$ cat config.mk
export PLATFORM = sky130hd
export DESIGN_NAME = store_buffer
export DESIGN_NICKNAME = d
export VERILOG_FILES = /design/src/rtl/mem_pkg.sv /design/src/rtl/store_fifo.sv /design/src/rtl/store_buffer.sv
export SDC_FILE = /design/constraint.sdc
export NUM_CORES = 1
export LEC_CHECK = 0
export CAP_MARGIN = 20
export CELL_PAD_IN_SITES_DETAIL_PLACEMENT = 0
export CELL_PAD_IN_SITES_GLOBAL_PLACEMENT = 2
export CORE_MARGIN = 1.5
export CORE_UTILIZATION = 39
export DETAILED_ROUTE_END_ITERATION = 12
export PLACE_DENSITY_LB_ADDON = 0.1
export SLEW_MARGIN = 20
export SYNTH_ARGS = -nofsm -noshare
export SYNTH_HDL_FRONTEND = slang
export SYNTH_SLANG_ARGS = --single-unit
$ cat constraint.sdc
create_clock -name clk -period 7.1 [get_ports clk]
set_input_delay 1.42 -clock clk [delete_from_list [all_inputs] [get_ports clk]]
set_output_delay 1.42 -clock clk [all_outputs]
set_load 0.02 [all_outputs]
$ cat src/rtl/mem_pkg.sv
`default_nettype none
// ============================================================================
// mem_pkg : width codes, entry/state types and size/extend helpers
// Rev 1.0
// ============================================================================
package mem_pkg;

    localparam logic [2:0] WB  = 3'b000;
    localparam logic [2:0] WH  = 3'b001;
    localparam logic [2:0] WW  = 3'b010;
    localparam logic [2:0] WBU = 3'b100;
    localparam logic [2:0] WHU = 3'b101;

    typedef enum logic [1:0] {
        ST_RUN   = 2'd0,
        ST_FLUSH = 2'd1,
        ST_DONE  = 2'd2
    } state_t;

    typedef struct packed {
        logic [31:0] addr;
        logic [2:0]  width;
        logic [31:0] data;
    } entry_t;

    function automatic logic [2:0] size_of(input logic [2:0] width);
        case (width)
            WB, WBU: size_of = 3'd1;
            WH, WHU: size_of = 3'd2;
            default: size_of = 3'd4;
        endcase
    endfunction

    function automatic logic legal_width(input logic [2:0] width);
        case (width)
            WB, WH, WW, WBU, WHU: legal_width = 1'b1;
            default:              legal_width = 1'b0;
        endcase
    endfunction

    function automatic logic [31:0] extend(input logic [31:0] data, input logic [2:0] width);
        case (width)
            WB:      extend = {{24{data[7]}}, data[7:0]};
            WH:      extend = {{16{data[15]}}, data[15:0]};
            WBU:     extend = {24'h0, data[7:0]};
            WHU:     extend = {16'h0, data[15:0]};
            default: extend = data;
        endcase
    endfunction

endpackage
`default_nettype wire

$ cat src/rtl/store_fifo.sv
`default_nettype none
// ============================================================================
// store_fifo : in-order store queue, compare bus presented oldest-first
// Rev 1.0
// ============================================================================
module store_fifo import mem_pkg::*; #(
    parameter int DEPTH    = 4,
    parameter int CACHE_AW = 6
) (
    input  logic                               clk,
    input  logic                               rst_n,
    input  logic                               push,
    input  entry_t                             push_entry,
    input  logic                               pop,
    output entry_t                             head,
    output logic [$clog2(DEPTH):0]             count,
    output logic [DEPTH-1:0]                   cmp_valid,
    output logic [DEPTH-1:0][CACHE_AW-1:0]     cmp_addr,
    output logic [DEPTH-1:0][2:0]              cmp_width,
    output logic [DEPTH-1:0][31:0]             cmp_data
);

    localparam int PW = $clog2(DEPTH);

    entry_t          r_mem [DEPTH];
    logic [PW-1:0]   r_wr_ptr;
    logic [PW-1:0]   r_rd_ptr;
    logic [PW:0]     r_count;

    always_ff @(posedge clk) begin
        if (push) begin
            r_mem[r_wr_ptr] <= push_entry;
        end
    end

    always_ff @(posedge clk or negedge rst_n) begin
        if (!rst_n) begin
            r_wr_ptr <= '0;
            r_rd_ptr <= '0;
            r_count  <= '0;
        end else begin
            if (push) r_wr_ptr <= r_wr_ptr + 1'b1;
            if (pop)  r_rd_ptr <= r_rd_ptr + 1'b1;
            case ({push, pop})
                2'b10:   r_count <= r_count + 1'b1;
                2'b01:   r_count <= r_count - 1'b1;
                default: r_count <= r_count;
            endcase
        end
    end

    assign head  = r_mem[r_rd_ptr];
    assign count = r_count;

    // Slot k of the compare bus is the k-th oldest entry, so a higher k is younger.
    for (genvar k = 0; k < DEPTH; k++) begin : g_cmp
        logic [PW-1:0] w_slot;
        assign w_slot       = r_rd_ptr + PW'(k);
        assign cmp_valid[k] = ((PW+1)'(k) < r_count);
        assign cmp_addr[k]  = r_mem[w_slot].addr[CACHE_AW-1:0];
        assign cmp_width[k] = r_mem[w_slot].width;
        assign cmp_data[k]  = r_mem[w_slot].data;
    end

endmodule
`default_nettype wire

$ cat src/rtl/store_buffer.sv
`default_nettype none
// ============================================================================
// store_buffer : store queue in front of the D-cache with load forwarding/flush
// Rev 1.0
// ============================================================================
module store_buffer import mem_pkg::*; #(
    parameter int DEPTH    = 4,
    parameter int CACHE_AW = 6
) (
    input  logic        clk,
    input  logic        rst_n,
    input  logic        req_valid,
    output logic        req_ready,
    input  logic        req_write,
    input  logic [2:0]  req_width,
    input  logic [31:0] req_address,
    input  logic [31:0] req_wdata,
    output logic        resp_valid,
    output logic [31:0] resp_rdata,
    output logic        req_err,
    input  logic        flush_req,
    output logic        flush_done,
    output logic        empty,
    output logic        cache_write_en,
    output logic [2:0]  cache_width,
    output logic [32:0] cache_address,
    output logic [31:0] cache_in,
    input  logic [31:0] cache_out
);

    localparam int PW = $clog2(DEPTH);

    entry_t                          w_head;
    entry_t                          w_push_entry;
    logic [PW:0]                     w_count;
    logic [DEPTH-1:0]                w_cmp_valid;
    logic [DEPTH-1:0][CACHE_AW-1:0]  w_cmp_addr;
    logic [DEPTH-1:0][2:0]           w_cmp_width;
    logic [DEPTH-1:0][31:0]          w_cmp_data;

    logic [CACHE_AW-1:0] w_la;
    logic [2:0]          w_ls;
    logic [DEPTH-1:0]    w_ov;
    logic                w_hit;
    logic [PW-1:0]       w_young;
    logic                w_same, w_legal, w_stall, w_run;
    logic                w_accept, w_push, w_load, w_read, w_fwd, w_pop;

    state_t      r_state;
    logic        r_flush_done;
    logic        r_resp_valid, r_resp_cache, r_req_err;
    logic [2:0]  r_resp_width;
    logic [31:0] r_fwd_data;
    logic        r_wen;
    logic [2:0]  r_cwidth;
    logic [32:0] r_caddr;
    logic [31:0] r_cin;

    assign w_push_entry = {req_address, req_width, req_wdata};

    store_fifo #(.DEPTH(DEPTH), .CACHE_AW(CACHE_AW)) u_fifo (
        .clk        (clk),
        .rst_n      (rst_n),
        .push       (w_push),
        .push_entry (w_push_entry),
        .pop        (w_pop),
        .head       (w_head),
        .count      (w_count),
        .cmp_valid  (w_cmp_valid),
        .cmp_addr   (w_cmp_addr),
        .cmp_width  (w_cmp_width),
        .cmp_data   (w_cmp_data)
    );

    assign w_la = req_address[CACHE_AW-1:0];
    assign w_ls = size_of(req_width);

    // Two byte ranges overlap (modulo the cache space) iff one start lies inside the other.
    for (genvar k = 0; k < DEPTH; k++) begin : g_ov
        logic [CACHE_AW-1:0] w_d_el, w_d_le;
        assign w_d_el  = w_cmp_addr[k] - w_la;
        assign w_d_le  = w_la - w_cmp_addr[k];
        assign w_ov[k] = w_cmp_valid[k] &&
                         ((w_d_el < CACHE_AW'(w_ls)) ||
                          (w_d_le < CACHE_AW'(size_of(w_cmp_width[k]))));
    end

    always_comb begin
        w_hit   = 1'b0;
        w_young = '0;
        for (int k = 0; k < DEPTH; k++) begin
            if (w_ov[k]) begin
                w_hit   = 1'b1;
                w_young = PW'(k);
            end
        end
    end

    assign w_same   = (w_cmp_addr[w_young] == w_la) && (size_of(w_cmp_width[w_young]) == w_ls);
    assign w_legal  = legal_width(req_width) && !(req_write && req_width[2]);
    assign w_stall  = !req_write && w_legal && w_hit && !w_same;
    assign w_run    = (r_state == ST_RUN) && !flush_req;
    assign req_ready = w_run && !w_stall;

    assign w_accept = req_valid && req_ready;
    assign w_push   = w_accept && req_write && w_legal;
    assign w_load   = w_accept && !req_write && w_legal;
    assign w_read   = w_load && !w_hit;
    assign w_fwd    = w_load && w_hit;
    // The port is free unless a load is reading the cache this cycle.
    assign w_pop    = !w_read && (w_count != '0);

    always_ff @(posedge clk or negedge rst_n) begin
        if (!rst_n) begin
            r_resp_valid <= 1'b0;
            r_resp_cache <= 1'b0;
            r_resp_width <= WW;
            r_fwd_data   <= '0;
            r_req_err    <= 1'b0;
            r_wen        <= 1'b1;
            r_cwidth     <= WW;
            r_caddr      <= '0;
            r_cin        <= '0;
        end else begin
            r_resp_valid <= w_load;
            r_resp_cache <= w_read;
            r_req_err    <= w_accept && !w_legal;
            if (w_load) r_resp_width <= req_width;
            if (w_fwd)  r_fwd_data   <= extend(w_cmp_data[w_young], req_width);
            r_wen <= 1'b1;
            if (w_read) begin
                r_cwidth <= req_width;
                r_caddr  <= {1'b0, req_address};
            end else if (w_pop) begin
                r_wen    <= 1'b0;
                r_cwidth <= w_head.width;
                r_caddr  <= {1'b0, w_head.addr};
                r_cin    <= w_head.data;
            end
        end
    end

    always_ff @(posedge clk or negedge rst_n) begin
        if (!rst_n) begin
            r_state      <= ST_RUN;
            r_flush_done <= 1'b0;
        end else begin
            r_flush_done <= 1'b0;
            case (r_state)
                ST_RUN: begin
                    if (flush_req) begin
                        if (w_count == '0) begin
                            r_state      <= ST_DONE;
                            r_flush_done <= 1'b1;
                        end else begin
                            r_state <= ST_FLUSH;
                        end
                    end
                end
                ST_FLUSH: begin
                    if (w_count == '0) begin
                        r_state      <= ST_DONE;
                        r_flush_done <= 1'b1;
                    end
                end
                ST_DONE:  r_state <= ST_RUN;
                default:  r_state <= ST_RUN;
            endcase
        end
    end

    // Cache read data is valid in the cycle after the read address is registered.
    assign resp_rdata     = r_resp_cache ? extend(cache_out, r_resp_width) : r_fwd_data;
    assign resp_valid     = r_resp_valid;
    assign req_err        = r_req_err;
    assign flush_done     = r_flush_done;
    assign empty          = (w_count == '0);
    assign cache_write_en = r_wen;
    assign cache_width    = r_cwidth;
    assign cache_address  = r_caddr;
    assign cache_in       = r_cin;

endmodule
`default_nettype wire
# Word-level counts from Yosys, hierarchy flattened
# Memories as Yosys holds them, arrays and structs flattened.
# Cells that the tools add are included.
# totals
register_bits	117
ramBits	268
input_bits	104
out_inout_bits	106
wordCells	171
memories	1
# classes
addsub	14
magnitude_cmp	13
n_eq_ne	29
muxes	39
bitwise_logic	1
reduce_logical	60
# mem_list
name	words	width	rd	rd_clocked_by_memory_dff	wr	line_no	rtl
u_fifo.r_mem	4	67	4	0	1	store_fifo.sv:25	entry_t r_mem [DEPTH];
# ops
op	n
$pmux W32 S4	2
$mux W33	2
$bmux W32 S2	1
$mux W32	2
$lt A6 B3 Y1	8
$sub A6 B6 Y6	8
$eq A3 B3 Y1 const B	14
$pmux W3 S2	7
$logic_not A3 Y1	8
$reduce_or A2 Y1	12
$eq A3 B1 Y1 const B	7
$logic_and A1 B1 Y1	21
$bmux W6 S2	1
$mux W1	12
$mux W2	5
$mux W3	3
$logic_not A1 Y1	8
$bmux W3 S2	1
$eq A6 B6 Y1	1
$lt A1 B3 Y1 const A	2
$lt A2 B3 Y1 const A	2
$mux W6	1
$reduce_or A5 Y1	1
$add A2 B1 Y2 const B	2
other kinds (17)	25

# Longest topological paths before layout
# An unclocked memory read counts as a cell.
# depth
word_depth	30
ltp_mapped	27
mapped_depth_nobuf	21

# Modules after synthesis
# Synthesis repeated with hierarchy kept, for this count alone.
# hier_totals
hier_cells	1581
area_unflattened_um2	22087.4
# modules_own_cells
mod	n_inst	cells_each	area_each_um2	seq_area_each_um2
store_fifo	1	581	13434.1	8222.9
store_buffer	1	1000	8653.3	2731.4

# Worst setup path before layout
# Ideal clock, no wire load.
# synth_path
path_kind	flip-flop to output port
from	register u_fifo.r_rd_ptr[1]
to	output port req_ready
t_arrival_ps	5035
required_time_ps	5680
path_slack_ps	645
stages_incl_launch_ff	21
n_path_buf	4
path_cell_list	dfrtp_1 > buf_6 > buf_6 > buf_2 > mux2_2 > or2_2 > o21ai_0 > inv_1 > fa_1 > xor2_1 > ha_1 > or2_2 > nor4_4 > a21oi_1 > a221oi_1 > o22ai_1 > xnor2_1 > or4b_1 > buf_6 > o21ai_0 > and2_1
# synth_between
elab_chain_len	22
elab_cells_between_ends	82
cone_classes	add/sub (11); order compare (8); eq/ne (17); mux (16); reduce/logical (29); memory (1)
# synth_lines
element	line_no	rtl
start: declaration	store_fifo.sv:27	logic [PW-1:0] r_rd_ptr;
start signal: assignment	store_fifo.sv:43	if (pop) r_rd_ptr <= r_rd_ptr + 1'b1;
$add A2 B1 Y2	store_fifo.sv:58	assign w_slot = r_rd_ptr + PW'(k);
$mem_v2 Z4 W67 (*)	n/a	
parallel branches: the longest is 17 deep, another holds $sub A6 B6 Y6	n/a	
$logic_and A1 B1 Y1 (*)	store_buffer.sv:101	assign w_stall = !req_write && w_legal && w_hit && !w_same;
$logic_not A1 Y1 (*)	store_buffer.sv:103	assign req_ready = w_run && !w_stall;
$logic_and A1 B1 Y1 (*)	store_buffer.sv:103	
end: declaration	store_buffer.sv:13	output logic req_ready,
# Mark *: on every way between the ends. The select of a mux whose other input is x is not followed.

# Worst setup path in the final report
# layout_path
from	input port req_address[1]
to	output port req_ready
# layout_between
elab_chain_len	18
elab_cells_between_ends	50
cone_classes	add/sub (8); order compare (8); eq/ne (5); mux (12); reduce/logical (17)
# layout_lines
element	line_no	rtl
start: declaration	store_buffer.sv:16	input logic [31:0] req_address,
$sub A6 B6 Y6 (on tied branches)	store_buffer.sv:81, store_buffer.sv:82	
$lt A6 B3 Y1 (on tied branches)	store_buffer.sv:84, store_buffer.sv:85	
$logic_or A1 B1 Y1	store_buffer.sv:84	((w_d_el < CACHE_AW'(w_ls)) ||
$logic_and A1 B1 Y1	store_buffer.sv:83	assign w_ov[k] = w_cmp_valid[k] &&
$mux W1	store_buffer.sv:92	if (w_ov[k]) begin
$mux W2 (2 in a row)	store_buffer.sv:92	
$bmux W3 S2	store_buffer.sv:99	assign w_same = (w_cmp_addr[w_young] == w_la) && (size_of(w_cmp_width[w_young]) == w_ls);
$mux W3 (not written as such)	store_buffer.sv:99	
$eq A3 B1 Y1, or another cell as far along	mem_pkg.sv:27	case (width)
$reduce_or A2 Y1	mem_pkg.sv:27	
$pmux W3 S2	mem_pkg.sv:27	
$eq A3 B3 Y1	store_buffer.sv:99	
$logic_and A1 B1 Y1	store_buffer.sv:99	
$logic_not A1 Y1	store_buffer.sv:101	
$logic_and A1 B1 Y1 (*)	store_buffer.sv:101	
$logic_not A1 Y1 (*)	store_buffer.sv:103	
$logic_and A1 B1 Y1 (*)	store_buffer.sv:103	
# Mark *: on every way between the ends. The rest lies on a longest branch, timed or not. The select of a mux whose other input is x is not followed.

==> results.toml <==
[run_status]
outcome = "completed"

[detailed_routing]
drt_first_iter_violations = 1152
vias_per_cell = 5.53
final_antenna_net_count = 0
routedWlPerCell_um = 22.0
first_pass_iters = 5
remaining_drc_errors = 0
detail_route.wirelength_um = 64900
routed-via-count = 16300

[power_and_ir_drop]
power.switching_fraction_pct = 43.2
pwr-share-comb_pct = 58.1
share_seq_of_total_power_pct = 23.6
power.density_nw_per_um2 = 467
ir_worst_vdd_mv = 0.324
cell_leakage_power_uw = 0.0101
clock_power_share_pct = 18.3
power_switching_uw = 5360
power.internal_uw = 7040

[synth]
synthDominantAreaCellType = "sky130_fd_sc_hd__edfxtp_1"
synth.top_cells.by_area = "sky130_fd_sc_hd__edfxtp_1 37%, sky130_fd_sc_hd__dfrtp_1 13%, sky130_fd_sc_hd__mux2i_1 5.4%, sky130_fd_sc_hd__mux2_2 4.9%, sky130_fd_sc_hd__o21ai_0 4.0%"
summed_instance_area_of_the_synthesized_netlist_sq_um = 21700
yosysWarnings = 0
post-synth-top-area-fraction_pct = 37.1
netlist_instances = 1930
mappedNetlistNets = 2106
synth_top_flop_cell = "sky130_fd_sc_hd__edfxtp_1"
synth_async_sr_flop_share_pct = 30.2
synth_enable_flop_cells = 268
synth.lib_cells_used.distinct = 83
yosysSeqAreaShare_pct = 50.5
post_synthesis_sequential_element_count = 384
avgSynthCellArea_sq_um = 11.2

[clocking]
cts_sinks = 384
clk_path_buf_depth = 3
cts_inserted_buffers = 46
clock-root-buffer = "sky130_fd_sc_hd__clkbuf_16"
clk_latency_ps = 590
cts.htree.levels = 2
worst_setup_hold_path_clk_slew_ps = 60
cts_tree = "yes"

[setup_path]
crit_fanout = 4
timing.critical_path.arrival_ps = 5480
worstPathRequired_ps = 5680
setup.worst_path.start_class = "input pin"
worstSetupPathType = "input pin to output port"
worstSetupEndpointType = "output port"

[global_routing]
globalRouteOverflowTotal = 0
groute.usage.overall_pct = 22.9
wire_length_of_the_first_global_routing_pass_um = 99100
via_count_of_the_first_global_routing_pass = 16400
antenna_found_initial = 5
grt_max_degree = 91

[cells_and_area]
layout_commonest_cell = "sky130_fd_sc_hd__edfxtp_1"
area_growth_syn_to_layout_pct = 22.4
top_library_cells_by_usage_in_the_layout_fill_and_taps_aside = "268 x sky130_fd_sc_hd__edfxtp_1, 205 x sky130_fd_sc_hd__clkdlybuf4s50_1, 169 x sky130_fd_sc_hd__o21ai_0"
drive_gt1_share_pct = 17.6
final_nets = 2341
final_util_pct = 48.2
layout.filler_cells = 5139

[timing]
rsz0062_at_grt = "false"
post-route-min-period_ps = 6900
worst_pin_slew_ps = 1120
max_fclk_ghz = 0.145
fin_setup_tns_ps = 0
setup-violations-final = 0
share_of_the_clock_period_used_by_the_worst_path_after_layout_pct = 97.2
fin_worst_skew_ps = 20.6
timing_max_transition_violations_final = 0
final_hold_viol_count = 0
slew-limit-headroom_pct = 25.3

[die]
initial_utilization_pct = 39.4
core-area_sq_um = 55100
ios = 210
die_width_um = 239
fp-row-count = 86
design.die.area_sq_um = 57100
die-height_um = 239

[placement]
port-buffer-count = 208
hpwl_um = 42500
place.gp.congestion = 0.858

[worst_hold_path]
hold_class = "register to register"

[flow_run]
max_cap_viol_count = 0
layer usage:
layer  share of wire (%)  GRT usage [%]  vias to the layer above
li1                    -              -                     7721
met1                  45           30.9                     8093
met2                  48           38.1                      406
met3                 4.8           4.04                       99
met4                 2.1           5.50                        8
met5               0.074              0                        -
worst paths after layout:
path	start	end	slack, ps	cells past startpoint
hold / removal	cache_in[9]	cache_in[9]	480	2
min in group asynchronous	rst_n	cache_address[0]	900	1
hold reg to reg	cache_in[9]	cache_in[9]	480	2
setup reg to reg	u_fifo.r_rd_ptr[1]	r_fwd_data[27]	1440	22
setup / recovery	req_address[1]	req_ready	200	18
max in group asynchronous	rst_n	r_fwd_data[12]	5040	2
cells by family after synthesis:
logic type,Yosys count,share of synthesized area [%]
XOR/XNOR,40,1.77
flip-flops,384,50.5
adder cells (fa/ha/maj),72,4.43
AND/OR/NAND/NOR,428,8.64
AO/OA/AOI/OAI,545,16.3
other,1,0.0173
buffers and inverters,206,4.00
multiplexers,254,14.4
per-stage QoR:
stage	instances	hold WS (ps)	setup WS [ps]	cell area (sq um)	power [uW]
2_1_floorplan	1930	464	645	21700	7650
3_3_place_gp	2860	461	-423	25000	10000
4_1_cts	2950	483	16.6	26600	12500
5_1_grt	2951	503	9.72	26600	13300
6_report	2951	476	198	26600	12400
3_5_place_dp	2860	470	-411	25000	10100
power groups by stage:
| stage | logic [uW] | registers (uW) | clock network, uW |
|---|---|---|---|
| floorplan | 4540 | 3110 | 0 |
| global placement | 7080 | 2970 | 0 |
| detailed placement | 7140 | 2970 | 0 |
| CTS | 7210 | 2930 | 2330 |
| global route | 7890 | 2960 | 2430 |
| finish | 7200 | 2920 | 2270 |
state kept, by name (all words and copies together) (netlist names):
register         count
resp_valid           1
r_resp_cache         1
r_fwd_data          32
cache_write_en       1
flush_done           1
u_fifo.r_wr_ptr      2
u_fifo.r_mem       268
req_err              1
u_fifo.r_rd_ptr      2
r_state              2
cache_width          3
r_resp_width         3
cache_address       32
u_fifo.count         3
cache_in            32
synth_stat cells, types with 7 or more instances:
| cell type | number |
|---|---|
| sky130_fd_sc_hd__a211o_1 | 7 |
| sky130_fd_sc_hd__a21boi_0 | 11 |
| sky130_fd_sc_hd__a21o_1 | 9 |
| sky130_fd_sc_hd__a21oi_1 | 150 |
| sky130_fd_sc_hd__a221o_1 | 14 |
| sky130_fd_sc_hd__a221oi_1 | 39 |
| sky130_fd_sc_hd__a2bb2oi_1 | 10 |
| sky130_fd_sc_hd__a31oi_1 | 12 |
| sky130_fd_sc_hd__buf_1 | 16 |
| sky130_fd_sc_hd__buf_2 | 22 |
| sky130_fd_sc_hd__clkbuf_1 | 96 |
| sky130_fd_sc_hd__dfrtp_1 | 113 |
| sky130_fd_sc_hd__edfxtp_1 | 268 |
| sky130_fd_sc_hd__fa_1 | 8 |
| sky130_fd_sc_hd__ha_1 | 64 |
| sky130_fd_sc_hd__inv_1 | 59 |
| sky130_fd_sc_hd__mux2_2 | 95 |
| sky130_fd_sc_hd__mux2_4 | 9 |
| sky130_fd_sc_hd__mux2i_1 | 117 |
| sky130_fd_sc_hd__mux4_2 | 31 |
| sky130_fd_sc_hd__nand2_1 | 166 |
| sky130_fd_sc_hd__nand3_1 | 47 |
| sky130_fd_sc_hd__nor2_1 | 144 |
| sky130_fd_sc_hd__nor2b_1 | 8 |
| sky130_fd_sc_hd__nor3_1 | 18 |
| sky130_fd_sc_hd__o2111ai_1 | 21 |
| sky130_fd_sc_hd__o211ai_1 | 13 |
| sky130_fd_sc_hd__o21ai_0 | 174 |
| sky130_fd_sc_hd__o221ai_1 | 19 |
| sky130_fd_sc_hd__o22ai_1 | 11 |
| sky130_fd_sc_hd__or2_2 | 12 |
| sky130_fd_sc_hd__xnor2_1 | 17 |
| sky130_fd_sc_hd__xor2_1 | 20 |
worst max-delay path, cell delays in order:
cell and delay (ps):
sky130_fd_sc_hd__clkdlybuf4s50_1 500, sky130_fd_sc_hd__inv_1 100, sky130_fd_sc_hd__fa_1 480, sky130_fd_sc_hd__ha_1 280
sky130_fd_sc_hd__a21boi_0 170, sky130_fd_sc_hd__o21a_1 190, sky130_fd_sc_hd__nor4_4 60, sky130_fd_sc_hd__buf_4 170
sky130_fd_sc_hd__buf_4 140, sky130_fd_sc_hd__a22oi_4 220, sky130_fd_sc_hd__nor3_1 90, sky130_fd_sc_hd__o32ai_1 330
sky130_fd_sc_hd__a41oi_1 190, sky130_fd_sc_hd__or4b_4 560, sky130_fd_sc_hd__o21ai_1 150, sky130_fd_sc_hd__buf_4 150
sky130_fd_sc_hd__and2_1 120, sky130_fd_sc_hd__buf_2 150
final cells by class:
type	instances	area [sq um]	share of cell area (%)
inverters	62	235	0.885
clock inverters	21	221	0.833
diodes	1	2.50	0.00942
flip-flops and latches	384	11000	41.3
clock buffers	64	1250	4.70
repair buffers	331	3040	11.4
well taps	748	936	3.52
multi-input cells	1340	9930	37.4
what timing repair did:
item                                    4_1_cts  5_1_grt
buffers inserted                              5        0
gates resized for setup                      11        8
hold buffers                                  0        0
endpoints found under the setup margin        1        1
pin swaps                                     4        5
Note: power is estimated with default switching activity, not from simulation.
